File: config.mk
export PLATFORM = sky130hd
export DESIGN_NAME = sec_an_decode_ctrl
export DESIGN_NICKNAME = d
export VERILOG_FILES = /design/src/rtl/sec_an_decode_ctrl.sv
export SDC_FILE = /design/constraint.sdc
export NUM_CORES = 1
export LEC_CHECK = 0
export CORE_ASPECT_RATIO = 0.75
export CORE_MARGIN = 2
export CORE_UTILIZATION = 53
export CTS_CLUSTER_SIZE = 30
export DETAILED_ROUTE_END_ITERATION = 8
export GPL_TIMING_DRIVEN = 0
export PLACE_DENSITY = 0.89
export SYNTH_ARGS = -nofsm -noshare
export SYNTH_HDL_FRONTEND = slang
export SYNTH_SLANG_ARGS = --single-unit
File: constraint.sdc
create_clock -name clk -period 4 [get_ports clk]
set_input_delay 1 -clock clk [delete_from_list [all_inputs] [get_ports clk]]
set_output_delay 1 -clock clk [all_outputs]
set_load 0.01 [all_outputs]
File: src/rtl/sec_an_decode_ctrl.sv
// Two-requester round-robin AN-code decoder with single-error (+/-2^i) correction.
// Define SEC_CTRL_ERRCNT_EN to add saturating cnt_corr / cnt_uncorr outputs.
module sec_an_decode_ctrl #(
  parameter logic [11:0] A = 12'd3349
) (
  input  logic        clk,
  input  logic        rst,
  input  logic        req0_valid,
  input  logic [23:0] req0_w,
  input  logic        req1_valid,
  input  logic [23:0] req1_w,
  output logic        req0_ready,
  output logic        req1_ready,
  output logic        out_valid,
  input  logic        out_ready,
  output logic [11:0] out_n,
  output logic        out_id,
  output logic        out_corr,
  output logic        out_uncorr
`ifdef SEC_CTRL_ERRCNT_EN
  ,
  output logic [15:0] cnt_corr,
  output logic [15:0] cnt_uncorr
`endif
);

  typedef enum logic [2:0] {IDLE, DIV1, CHK, DIV2, OUT} state_t;

  state_t      state;
  logic        ptr;
  logic        id_r;
  logic [24:0] w_r;
  logic [24:0] dq;
  logic [11:0] rem;
  logic [4:0]  cnt;

  logic        grant0;
  logic        grant1;
  logic [12:0] trial;
  logic        step_ge;
  logic [11:0] rem_next;
  logic [24:0] dq_next;
  logic [24:0] delta;
  logic [11:0] pos_res;

  function automatic logic [11:0] pow2_mod(input int i);
    return 12'((32'd1 << i) % 32'(A));
  endfunction

  assign grant0     = req0_valid && (!ptr || !req1_valid);
  assign grant1     = req1_valid && (ptr || !req0_valid);
  assign req0_ready = (state == IDLE) && !rst && grant0;
  assign req1_ready = (state == IDLE) && !rst && grant1;

  // One restoring-division step: dq shifts dividend bits out and quotient bits in.
  assign trial    = {rem, dq[24]};
  assign step_ge  = trial >= {1'b0, A};
  assign rem_next = step_ge ? 12'(trial - {1'b0, A}) : trial[11:0];
  assign dq_next  = {dq[23:0], step_ge};

  // Syndrome lookup; the lowest matching i wins, +2^i preferred over -2^i.
  always_comb begin
    // NOTE: every always_comb output gets a default first, so no path infers a latch.
    delta   = '0;
    pos_res = '0;
    for (int i = 23; i >= 0; i--) begin
      pos_res = pow2_mod(i);
      if (rem == A - pos_res) delta = 25'd0 - (25'd1 << i);
      if (rem == pos_res)     delta = 25'd1 << i;
    end
  end

  // NOTE: registered state uses non-blocking assignments only, so every read sees pre-edge values.
  always_ff @(posedge clk or posedge rst) begin
    if (rst) begin
      state      <= IDLE;
      ptr        <= 1'b0;
      id_r       <= 1'b0;
      w_r        <= '0;
      dq         <= '0;
      rem        <= '0;
      cnt        <= '0;
      out_valid  <= 1'b0;
      out_n      <= '0;
      out_id     <= 1'b0;
      out_corr   <= 1'b0;
      out_uncorr <= 1'b0;
    end else begin
      unique case (state)
        IDLE: begin
          if (grant0 || grant1) begin
            id_r  <= grant1;
            w_r   <= {1'b0, grant1 ? req1_w : req0_w};
            dq    <= {1'b0, grant1 ? req1_w : req0_w};
            rem   <= '0;
            cnt   <= '0;
            ptr   <= !grant1;
            state <= DIV1;
          end
        end
        DIV1, DIV2: begin
          dq  <= dq_next;
          rem <= rem_next;
          cnt <= cnt + 5'd1;
          if (cnt == 5'd24) begin
            if (state == DIV1) begin
              state <= CHK;
            end else begin
              state      <= OUT;
              out_valid  <= 1'b1;
              out_n      <= dq_next[11:0];
              out_id     <= id_r;
              out_corr   <= 1'b1;
              out_uncorr <= 1'b0;
            end
          end
        end
        CHK: begin
          if (delta == '0) begin
            state      <= OUT;
            out_valid  <= 1'b1;
            out_n      <= dq[11:0];
            out_id     <= id_r;
            out_corr   <= 1'b0;
            out_uncorr <= (rem != '0);
          end else begin
            dq    <= w_r - delta;
            rem   <= '0;
            cnt   <= '0;
            state <= DIV2;
          end
        end
        OUT: begin
          if (out_ready) begin
            out_valid <= 1'b0;
            state     <= IDLE;
          end
        end
        default: state <= IDLE;
      endcase
    end
  end

`ifdef SEC_CTRL_ERRCNT_EN
  always_ff @(posedge clk or posedge rst) begin
    if (rst) begin
      cnt_corr   <= '0;
      cnt_uncorr <= '0;
    end else if (out_valid && out_ready) begin
      if (out_corr && cnt_corr != 16'hFFFF)     cnt_corr   <= cnt_corr + 16'd1;
      if (out_uncorr && cnt_uncorr != 16'hFFFF) cnt_uncorr <= cnt_uncorr + 16'd1;
    end
  end
`endif

endmodule

==> results.sh, run 1 <==
export IMPL_die_x_um=135
export IMPL_synth_avg_cell_area_um2=8.26
export IMPL_first_global_vias=6977
export IMPL_slew_limit_headroom_pct=23.5
export IMPL_critPathKind="register to register"
export IMPL_ys_warn_count=0
export IMPL_finalSetupTns_ns=-1.16
export IMPL_ys_top_cells_by_count="118 x nand2_1, 87 x dfrtp_1, 86 x nor2_1"
export IMPL_fin_util_pct=74.8
export IMPL_drc=0
export IMPL_numCtsBuffers=9
export IMPL_violations="setup timing"
export IMPL_die_height_um=102
export IMPL_end_kind="register"
export IMPL_placed_area_um2=7820
export IMPL_cts_tree="done"
export IMPL_clk_pin_slew_ns=0.07
export IMPL_ir_worst_vdd_uv=361
export IMPL_path_cells="buf_4 -> buf_4 -> o2111ai_2 -> o211ai_4 -> buf_4 -> a311oi_4 -> ha_4 -> a21o_1 -> a211oi_2 -> nor3b_4 -> a21oi_4 -> o31ai_4 -> o21ai_2 -> buf_4 -> xor2_1 -> a221oi_2 -> o21ai_1"
export IMPL_setup_slack_ns=-0.241
export IMPL_syn_to_final_growth_pct=35.7
export IMPL_arrival_ns=4.45
export IMPL_num_antenna_cells=0
export IMPL_die_area_um2=13900
export IMPL_io_buffers=70
export IMPL_num_rows=35
export IMPL_cp_common_cell="buf_4"
export IMPL_cts_buffer_depth=2
export IMPL_synth_area_um2=6850
export IMPL_hold_violations=0
export IMPL_async_reset_ff_share_pct=100
export IMPL_cp_slowest_cell="dfrtp_1"
export IMPL_synth_edff_count=0
export IMPL_ys_top_cells_by_area="dfrtp_1 32%, nand2_1 6.5%, ha_1 5.1%"
export IMPL_clkSinkCount=87
export IMPL_yosysUniqueCellTypes=74
export IMPL_fin_hold_ws_ns=0.499
export IMPL_vias=7839
export IMPL_synth_sequential_area_ratio_pct=31.8
export IMPL_drt_pass1_iter_count=8
export IMPL_max_freq_ghz=0.236
export IMPL_status="finished with violations"
export IMPL_finalCritPeriodShare_pct=106
export IMPL_syn_inst=830
export IMPL_ios=71
export IMPL_fin_area_um2=9300
export IMPL_synth_seq_cells=87
export IMPL_grt_overflow_total=0
export IMPL_hold_class="register to register"
export IMPL_p_per_area_nw_per_um2=819
export IMPL_grt_usage_pct=35.2
export IMPL_wl_per_cell_um=22.7
export IMPL_antenna_found_initial=0
export IMPL_routed_wl_um=26100
export IMPL_grt_pass1_wl_um=37700
export IMPL_max_stage_delay_ns=0.43
export IMPL_synth_top_area_share_pct=31.8
export IMPL_drv_slew=0
export IMPL_tightest_slew_ns=1.14
export IMPL_crit_fanout=10
export IMPL_drtAntennaViolNets=0
export IMPL_fin_skew_ns=0.0102
export IMPL_routed_via_density=6.82
export IMPL_rsz0062_at_grt="true"
export IMPL_n_fill_cell=835
export IMPL_setup_viol=7
export IMPL_drv_cap=0
export IMPL_fp_coreArea_um2=12400
export IMPL_cp_data_required_time_ns=4.21
export IMPL_h_tree_depth=3
export IMPL_grt_max_degree=53
export IMPL_yosys_area_top_type="dfrtp_1"
export IMPL_syn_nets=912
export IMPL_nets=1061
export IMPL_synth_flop_cell="dfrtp_1"
export IMPL_clock_latency_ns=0.35
export IMPL_drt_initial_drc_count=1148
export IMPL_synth_most_common_cell="nand2_1"
export IMPL_hpwlAfterDp_um=17200
export IMPL_root_buffer="clkbuf_16"
export IMPL_drive_above_1_share_pct=25.1
export IMPL_start_util_pct=55.1
export IMPL_start_kind="register"
export IMPL_leakage_uw=0.00386
export IMPL_period_needed_ns=4.24
export IMPL_gp_congestion=1.01
layer usage:
layer,vias up,global-route usage [%],part of all wire [%]
met1,3750,49.2,39
met4,0,11.6,4.0
met5,-,0,0
met3,126,8.93,13
met2,639,53.8,44
li1,3324,-,-
registers in the layout (all words and copies together) (netlist names), 3 cells and up:
| signal | flops |
|---|---|
| dq | 25 |
| state | 3 |
| w_r | 24 |
| out_n | 12 |
| cnt | 5 |
| rem | 12 |
stage by stage:
stage | setup WS, ns | power, µW | instances
3_3_place_gp | -1.17 | 5280 | 1066
6_report | -0.241 | 7620 | 1150
2_1_floorplan | 0.0193 | 4290 | 830
5_1_grt | -0.314 | 7980 | 1150
3_5_place_dp | -1.09 | 5400 | 1067
4_1_cts | -0.125 | 6820 | 1111
critical path, delay by kind of cell, from the launching register on:
kind                       cells  cell delay [ns]
adders and majority gates      1             0.27
AOI/OAI and AO/OA             10             2.17
buffers and inverters          4             0.74
and+or+nand+nor                1             0.34
DFF                            1             0.43
xor gates and xnor gates       1             0.14
path summary, 6_finish.rpt:
path	startpoint	to	slack (ns)	cells past startpoint
min in group asynchronous	rst	out_valid	1.07	2
setup reg to reg	rem[6]	dq[22]	-0.24	17
hold / removal	dq[12]	dq[12]	0.50	2
hold reg to reg	dq[12]	dq[12]	0.50	2
setup / recovery	rem[6]	dq[22]	-0.24	17
max in group asynchronous	rst	w_r[21]	2.30	3
final cells by class:
| type | count | area (µm²) | share of cell area (%) |
|---|---|---|---|
| tap | 166 | 208 | 2.23 |
| buffer | 56 | 350 | 3.77 |
| timing repair buffer | 140 | 1260 | 13.5 |
| multi-input combinational | 662 | 4900 | 52.7 |
| sequential | 87 | 2190 | 23.5 |
| clock buffer | 10 | 239 | 2.57 |
| clock inverter | 6 | 72.6 | 0.780 |
| inverter | 23 | 88.8 | 0.955 |
where the power goes:
group | leakage (µW) | switching, µW | internal (µW) | total [µW]
sequential | 0.00105 | 363 | 1290 | 1650
clock | 0.000155 | 395 | 511 | 906
combinational | 0.00266 | 2840 | 2220 | 5060
total | 0.00386 | 3600 | 4020 | 7620
cells in the final DEF, fill, tap and decap left out, types with 8 or more instances in the layout:
cell type        instances
mux2i_1                 26
nand2_1                113
nand2b_1                 9
mux2_4                   9
clkbuf_16                9
a221oi_1                16
a21o_1                   8
o21ai_0                 45
inv_1                   20
mux2_2                   8
a21oi_1                 46
xnor2_1                 19
xor2_1                   9
nor3_1                  14
clkbuf_1                22
nor2_1                  79
dfrtp_1                 80
nor4_1                  10
nand3_1                 13
clkdlybuf4s50_1         70
buf_4                   77
ha_1                    20
buf_2                    9
nor2b_1                 10
o21a_1                   9
buf_6                   10
timing repair:
item / CTS / global route
endpoints found under the setup margin: 18 / 15
cloned: 1 / 1
pin swaps: 37 / 48
gates resized for setup: 91 / 70
buffers inserted: 28 / 39
hold buffers: 0 / 0
cells by family (layout without fill, tap and decap cells):
| kind of cell | Yosys count | after routing | synth area share, % |
|---|---|---|---|
| AND/OR/NAND/NOR | 350 | 350 | 26.2 |
| AO/OA/AOI/OAI | 211 | 211 | 20.6 |
| flip-flops | 87 | 87 | 31.8 |
| buffers and inverters | 81 | 235 | 5.33 |
| multiplexers | 43 | 43 | 6.97 |
| adder cells (fa/ha/maj) | 29 | 29 | 5.40 |
| XOR/XNOR | 29 | 29 | 3.71 |
Power figures use the tool's default switching activity.
==> run 2, diff against run 1 <==
- ABC_CLOCK_PERIOD_IN_PS: unset -> 4000
==> results of run 2 <==
Final layout, timing and power as in run 1 (identical DEF).
